**src/rtl/aes_inv_round_sequencer_if.sv**
```systemverilog
// Bundle of the sequencer's upstream, key-store, datapath and downstream signals.
// master = sequencer side, slave = surrounding environment side.
interface aes_inv_round_sequencer_if;
    logic         in_valid;
    logic         in_ready;
    logic [127:0] in_data;

    logic         key_req;
    logic [3:0]   key_idx;
    logic         key_valid;
    logic [127:0] key_in;

    logic [127:0] dp_state;
    logic [127:0] dp_key;
    logic         dp_mix_en;
    logic [127:0] dp_result;

    logic         out_valid;
    logic         out_ready;
    logic [127:0] out_data;

    logic         busy;

    modport master (
        input  in_valid, in_data, key_valid, key_in, dp_result, out_ready,
        output in_ready, key_req, key_idx, dp_state, dp_key, dp_mix_en,
               out_valid, out_data, busy
    );

    modport slave (
        output in_valid, in_data, key_valid, key_in, dp_result, out_ready,
        input  in_ready, key_req, key_idx, dp_state, dp_key, dp_mix_en,
               out_valid, out_data, busy
    );
endinterface

```
**src/rtl/aes_inv_round_sequencer.sv**
```systemverilog
// AES-128 block decryption sequencer: owns the state register, walks round keys
// 10..0 from the key store and steps the external inverse-round datapath.
module aes_inv_round_sequencer #(
    parameter int NUM_ROUNDS = 10
) (
    input  logic                          clk,
    input  logic                          rst,
    aes_inv_round_sequencer_if.master     bus
);

    localparam logic [3:0] LAST_IDX = 4'(NUM_ROUNDS);

    typedef enum logic [1:0] {
        IDLE,
        KEY,
        DONE
    } fsm_t;

    fsm_t         r_fsm_reg;
    fsm_t         w_fsm_next;
    logic [3:0]   r_round_idx_reg;
    logic [3:0]   w_round_idx_next;
    logic [127:0] r_state_reg;
    logic [127:0] w_state_next;

    logic         w_in_ready;
    logic         w_key_req;
    logic         w_mix_en;
    logic         w_out_valid;

    always_ff @(posedge clk) begin
        if (rst) begin
            r_fsm_reg       <= IDLE;
            r_round_idx_reg <= LAST_IDX;
            r_state_reg     <= '0;
        end else begin
            r_fsm_reg       <= w_fsm_next;
            r_round_idx_reg <= w_round_idx_next;
            r_state_reg     <= w_state_next;
        end
    end

    always_comb begin
        w_fsm_next       = r_fsm_reg;
        w_round_idx_next = r_round_idx_reg;
        w_state_next     = r_state_reg;
        w_in_ready       = 1'b0;
        w_key_req        = 1'b0;
        w_mix_en         = 1'b0;
        w_out_valid      = 1'b0;

        case (r_fsm_reg)
            IDLE: begin
                w_in_ready = 1'b1;
                if (bus.in_valid) begin
                    w_state_next     = bus.in_data;
                    w_round_idx_next = LAST_IDX;
                    w_fsm_next       = KEY;
                end
            end

            KEY: begin
                w_key_req = 1'b1;
                // Mix columns only in the middle rounds; first and last skip it.
                w_mix_en  = (r_round_idx_reg != 4'd0) && (r_round_idx_reg != LAST_IDX);
                if (bus.key_valid) begin
                    // The first key is a plain AddRoundKey, so the datapath is bypassed.
                    if (r_round_idx_reg == LAST_IDX) begin
                        w_state_next = r_state_reg ^ bus.key_in;
                    end else begin
                        w_state_next = bus.dp_result;
                    end

                    if (r_round_idx_reg == 4'd0) begin
                        w_fsm_next = DONE;
                    end else begin
                        w_round_idx_next = r_round_idx_reg - 4'd1;
                    end
                end
            end

            DONE: begin
                w_out_valid = 1'b1;
                if (bus.out_ready) begin
                    w_fsm_next       = IDLE;
                    w_round_idx_next = LAST_IDX;
                end
            end

            default: begin
                w_fsm_next       = IDLE;
                w_round_idx_next = LAST_IDX;
            end
        endcase
    end

    assign bus.in_ready  = w_in_ready;
    assign bus.key_req   = w_key_req;
    assign bus.key_idx   = r_round_idx_reg;
    assign bus.dp_mix_en = w_mix_en;
    assign bus.dp_state  = r_state_reg;
    assign bus.dp_key    = bus.key_in;
    assign bus.out_valid = w_out_valid;
    assign bus.out_data  = r_state_reg;
    assign bus.busy      = (r_fsm_reg != IDLE);

endmodule
```
**src/flat_wrapper.sv**
```systemverilog
// flat-port wrapper written by rule: the top's interface ports become plain ports
module aes_inv_round_sequencer_flat 
#(
    parameter int NUM_ROUNDS = 10
)
  (clk, rst, bus_in_valid, bus_in_data, bus_key_valid, bus_key_in, bus_dp_result, bus_out_ready, bus_in_ready, bus_key_req, bus_key_idx, bus_dp_state, bus_dp_key, bus_dp_mix_en, bus_out_valid, bus_out_data, bus_busy);
  aes_inv_round_sequencer_if bus_i ();
  input  logic clk;
  input  logic rst;
  input wire logic [$bits(bus_i.in_valid)-1:0] bus_in_valid;
  input wire logic [$bits(bus_i.in_data)-1:0] bus_in_data;
  input wire logic [$bits(bus_i.key_valid)-1:0] bus_key_valid;
  input wire logic [$bits(bus_i.key_in)-1:0] bus_key_in;
  input wire logic [$bits(bus_i.dp_result)-1:0] bus_dp_result;
  input wire logic [$bits(bus_i.out_ready)-1:0] bus_out_ready;
  output wire logic [$bits(bus_i.in_ready)-1:0] bus_in_ready;
  output wire logic [$bits(bus_i.key_req)-1:0] bus_key_req;
  output wire logic [$bits(bus_i.key_idx)-1:0] bus_key_idx;
  output wire logic [$bits(bus_i.dp_state)-1:0] bus_dp_state;
  output wire logic [$bits(bus_i.dp_key)-1:0] bus_dp_key;
  output wire logic [$bits(bus_i.dp_mix_en)-1:0] bus_dp_mix_en;
  output wire logic [$bits(bus_i.out_valid)-1:0] bus_out_valid;
  output wire logic [$bits(bus_i.out_data)-1:0] bus_out_data;
  output wire logic [$bits(bus_i.busy)-1:0] bus_busy;
  assign bus_i.in_valid = bus_in_valid;
  assign bus_i.in_data = bus_in_data;
  assign bus_i.key_valid = bus_key_valid;
  assign bus_i.key_in = bus_key_in;
  assign bus_i.dp_result = bus_dp_result;
  assign bus_i.out_ready = bus_out_ready;
  assign bus_in_ready = bus_i.in_ready;
  assign bus_key_req = bus_i.key_req;
  assign bus_key_idx = bus_i.key_idx;
  assign bus_dp_state = bus_i.dp_state;
  assign bus_dp_key = bus_i.dp_key;
  assign bus_dp_mix_en = bus_i.dp_mix_en;
  assign bus_out_valid = bus_i.out_valid;
  assign bus_out_data = bus_i.out_data;
  assign bus_busy = bus_i.busy;
  aes_inv_round_sequencer #(.NUM_ROUNDS(NUM_ROUNDS)) u_core (.clk(clk), .rst(rst), .bus(bus_i));
endmodule
```
**config.mk**
```make
export PLATFORM = sky130hd
export DESIGN_NAME = aes_inv_round_sequencer_flat
export DESIGN_NICKNAME = d
export VERILOG_FILES = /design/src/rtl/aes_inv_round_sequencer_if.sv /design/src/rtl/aes_inv_round_sequencer.sv /design/src/flat_wrapper.sv
export SDC_FILE = /design/constraint.sdc
export NUM_CORES = 1
export LEC_CHECK = 0
export BUFFER_PORTS_ARGS = -buffer_cell sky130_fd_sc_hd__buf_2
export CAP_MARGIN = 10
export CORE_AREA = 5 5 297 299
export DETAILED_ROUTE_END_ITERATION = 10
export DIE_AREA = 0 0 302 304
export GPL_TIMING_DRIVEN = 0
export PLACE_DENSITY_LB_ADDON = 0.05
export SLEW_MARGIN = 20
export SYNTH_ARGS = -nofsm -noshare
export SYNTH_HDL_FRONTEND = slang
export SYNTH_SLANG_ARGS = --single-unit
```
**constraint.sdc**
```tcl
create_clock -name clk -period 3.1 [get_ports clk]
set_clock_uncertainty 0.05 [all_clocks]
set_input_delay 0.465 -clock clk [delete_from_list [all_inputs] [get_ports clk]]
set_output_delay 0.465 -clock clk [all_outputs]
set_load 0.03 [all_outputs]
```
-- After elaboration in Yosys (flattened, before gate mapping)
Index checks and enable logic that the tools add are counted.
- bits in registers: 134
- input bits: 389
- output and inout port bits: 393
- mux-type cells: 18
- reduce and logical (&&, ||, !) cells: 9
- bitwise operators: 1
- equality and inequality tests: 9
- add/subtract/negate cells: 1
- operators with widths (cell ; count):
    two-way mux 128 bit ; 3
    case mux 128 bit (2 select lines) ; 1
    bitwise XOR 128 bit ; 1
    two-way mux 4 bit ; 4
    case mux 4 bit (3 select lines) ; 1
    two-way mux 2 bit ; 4
    != test 2 bit, second input constant ; 4
    AND reduction 4 bit ; 2
    case mux 2 bit (3 select lines) ; 1
    == test 4 bit, second input constant ; 1
    logical NOT 4 bit ; 1
    two-way mux 1 bit ; 4
    != test 4 bit, second input constant ; 1
    nonzero test 2 bit ; 2
    nonzero test 4 bit ; 1
    subtractor 4 x 1 -> 4 bit, second input constant ; 1
    AND reduction 3 bit ; 1
    == test 2 x 1 -> 1 bit, second input constant ; 1
    == test 2 bit, second input constant ; 1
    logical NOT 2 bit ; 1
    != test 2 x 1 -> 1 bit, second input constant ; 1
    logical AND 1 bit ; 1

-- Longest topological paths before layout
- word-level depth: 4
- gate-level depth with buffers: 9

-- Worst setup path after synthesis
OpenSTA, ideal clock, no wires.
- path kind: flip-flop to output port
- start: register u_core.r_round_idx_reg[0], in the netlist u_core.bus.key_idx[0]
- end: output bus_dp_mix_en
- slack: 0.713 ns
- path buffers: 3
- arrival time: 1.872 ns
- required time: 2.585 ns
- cell stages (with the launch flop): 8
- cell sequence: dfxtp_1 > inv_1 > ha_1 > and3b_1 > buf_6 > buf_4 > buf_4 > nor2b_1
- cells in the longest elaborated chain, start to end: 3
- elaborated cells between the ends (all ways): 4
- those cells by class: eq/ne (1); mux (1); reduce/logical (2)
- ends and longest elaborated chain (item ; line ; text):
    from (decl) ; aes_inv_round_sequencer.sv:21 ; logic [3:0] r_round_idx_reg;
    from (signal assigned) ; aes_inv_round_sequencer.sv:38 ; r_round_idx_reg <= w_round_idx_next;
    != test 4 bit / nonzero test 4 bit (equally long branches) ; aes_inv_round_sequencer.sv:65 ; w_mix_en = (r_round_idx_reg != 4'd0) && (r_round_idx_reg != LAST_IDX);
    logical AND 1 bit (*) ; aes_inv_round_sequencer.sv:65 ;
    two-way mux 1 bit (*) ; aes_inv_round_sequencer.sv:52 ; case (r_fsm_reg)
    to (decl) ; flat_wrapper.sv:21 ; output wire logic [$bits(bus_i.dp_mix_en)-1:0] bus_dp_mix_en;
Every way passes the cells marked *; elsewhere a longest branch is shown, timed or not.

-- Worst setup path after layout
- start: register u_core.r_fsm_reg[0]
- end: output bus_busy
- cells in the longest elaborated chain, start to end: 1
- ends and longest elaborated chain (item ; line ; text):
    from (decl) ; aes_inv_round_sequencer.sv:19 ; fsm_t r_fsm_reg;
    from (signal assigned) ; aes_inv_round_sequencer.sv:37 ; r_fsm_reg <= w_fsm_next;
    nonzero test 2 bit ; aes_inv_round_sequencer.sv:105 ; assign bus.busy = (r_fsm_reg != IDLE);
    to (decl) ; flat_wrapper.sv:24 ; output wire logic [$bits(bus_i.busy)-1:0] bus_busy;
No other way between the ends.

==> out/metrics.cfg <==
[worst_setup_path]
cp-startpoint=u_core.r_fsm_reg[0]$_SDFFE_PP0P_
crit_path_end_kind=primary output
crit_path_start_kind=register
crit_arrival_ns=2.25
worstPathMaxFanout=10
critPathKind=reg2out
regToRegStartpoint=u_core.r_fsm_reg[1]$_SDFFE_PP0P_
crit_required_ns=2.58

[placement]
placed_area_mm2=0.0166
gp_congestion=0.792
io_buffers=780
placedCellCount=3239
pre_cts_ws_ns=0.370
dp_hpwl_um=58500

[layout]
final_area_mm2=0.0172
multiInputGateArea_mm2=0.00597
nFillCells=9797
regArea_mm2=0.00268
drive_gt1_frac=0.628
largest_reg_flops=128
finalNetCount=2504
syn2layout_area_growth_pct=53.0
final_cells=3282

[sta]
slew_viol_final=0
hold_viol=0
tightest_slew_ns=1.01
finalCriticalPeriod_ns=2.76
setup_violations=0
final.setup.tns_ns=0
max_freq_mhz=362
post-route-period-util=0.892
timing.final.ws_setup_ns=0.336
rsz0062_at_grt=no
relSlewSlack=0.324

[global_routing]
grt_usage=0.149
grt_pass1_vias=13209
grt_max_degree=20
grt_pass1_wl_um=99300
grt_antenna_before_repair=22
grt_overflow=0

[run_status]
status=complete, no violations

[logic_synthesis]
yosysWarnings=0
synthesis.area_mm2=0.0112
synth.net_count=1706
synth_area_per_cell_um2=8.55
seq_area_frac_synth=0.239
synthDistinctLibCells=34
syn_inst=1315
synth-seq-cells=134

[detailed_routing]
drt_iter0_drc=536
wl_um=71200
drc=0
vias_per_cell=3.81
vias=12519
drt-pass1-iter-count=4
ant_nets=0
wire_per_inst_um=21.7

[clocking]
cts_tree=done
clk_path_buf_depth=2
clkTransAtPathRegs_ns=0.06
cts_buffers=17
root_buffer=clkbuf_16
clock_latency_ns=0.47
cts-htree-levels=4
clock-sinks=134
post_cts_buffers=0

[power_and_ir_drop]
p_per_area_mw_per_mm2=528
ir_drop_uv=406
p_leak_nw=7.91

[floorplanning]
die_x_um=302
dieArea_mm2=0.0918
dieHeight_um=304
start_util=0.132
placementRows=107
core_mm2=0.0849
num_io_pins=782

[worst_hold_path]
worstHoldStart=bus_in_valid
hold_class=in2reg

[flow_run]
cap_viol_max_count=0

[worst max-delay path, stage by stage, from the launching register on]
cell and delay [ns]:
dfxtp_1 0.32, buf_4 0.18, clkbuf_2 0.51, buf_2 0.37, nor2_1 0.13, inv_1 0.08
buf_2 0.19
[placed cells by master (no fill, tap or decap), drive strengths merged, types with 2 or more instances in the layout]
master,instances
a21oi,2
a311oi,129
buf,1103
bufinv,2
clkbuf,64
clkinv,5
clkinvlp,2
dfxtp,134
diode,12
ha,2
inv,10
nand2,134
nand2b,2
nor2,135
nor2b,3
nor3b,2
o211ai,128
o21ai,129
xnor2,128
[kinds of logic after synthesis]
logic type,synth area share
XOR/XNOR,0.0998
AND/OR/NAND/NOR,0.119
buffers and inverters,0.230
flip-flops,0.239
AO/OA/AOI/OAI,0.310
adder cells (fa/ha/maj),0.00223
[stage by stage]
step | hold slack [ns] | util | power, W
after global placement | 0.496 | 0.195 | 0.00702
final | 0.244 | 0.203 | 0.00909
after global routing | 0.207 | 0.202 | 0.00966
after CTS | 0.183 | 0.202 | 0.00935
after floorplan | 0.479 | - | 0.00540
after detailed placement | 0.503 | 0.195 | 0.00702
[path summary, 6_finish.rpt]
kind / to / slack, ns / cells after the start
setup / recovery: bus_busy / 0.34 / 6
setup reg to reg: u_core.bus.dp_state[5]$_SDFFE_PP0P_ / 0.66 / 4
hold reg to reg: u_core.bus.dp_state[86]$_SDFFE_PP0P_ / 0.50 / 2
hold / removal: u_core.r_fsm_reg[0]$_SDFFE_PP0P_ / 0.24 / 3
[report_power, final]
part	internal, W	switching, W	total (W)
Sequential	0.00195	0.000359	0.00231
Combinational	0.00172	0.00285	0.00457
Clock	0.00120	0.00101	0.00221
Total	0.00487	0.00422	0.00909
[layer usage]
metal | wire (µm) | up-vias | track usage
met5 | 125 | - | 0
met4 | 803 | 20 | 0.0331
met3 | 4490 | 50 | 0.0418
met2 | 38400 | 416 | 0.282
met1 | 27400 | 6003 | 0.164
li1 | - | 6030 | -
[layout make-up]
type / count / share of cell area
plain buffers: 370 / 0.150
diodes: 12 / 0.00175
multi-input cells: 806 / 0.347
inverters: 4 / 0.000873
well taps: 1144 / 0.0832
flip-flops and latches: 134 / 0.156
clock buffers: 17 / 0.0247
repair buffers: 780 / 0.227
clock inverters: 15 / 0.00975
[synth_stat cells]
library cell	number	area (µm²)
buf_4	278	2090
nor2_1	135	507
dfxtp_1	134	2680
o21ai_0	129	646
o211ai_1	128	961
xnor2_1	128	1120
a311oi_2	110	1650
nand2_2	93	582
clkbuf_1	46	173
nand2_1	41	154
buf_2	24	120
a311oi_1	19	166
buf_6	14	158
buf_1	8	30.0
inv_1	4	15.0
nor2b_1	3	18.8
ha_1	2	25.0
nand2b_1	2	12.5
nor3b_1	2	15.0
a2111oi_0	1	8.76
a21oi_1	1	5.00
a21oi_2	1	8.76
a221o_1	1	10.0
a31oi_1	1	6.26
a32o_1	1	10.0
and2_1	1	6.26
and2b_1	1	7.51
and3b_1	1	8.76
and4b_1	1	10.0
clkbuf_2	1	5.00
nand3_1	1	5.00
nor3_1	1	5.00
o31a_1	1	8.76
or3b_1	1	8.76
[what timing repair did]
item                                    4_1_cts  5_1_grt
hold buffers                                  0        0
endpoints found under the hold margin         0        0
gates resized for setup                       0        0
endpoints found under the setup margin        1        0
Power figures use the tool's default switching activity.
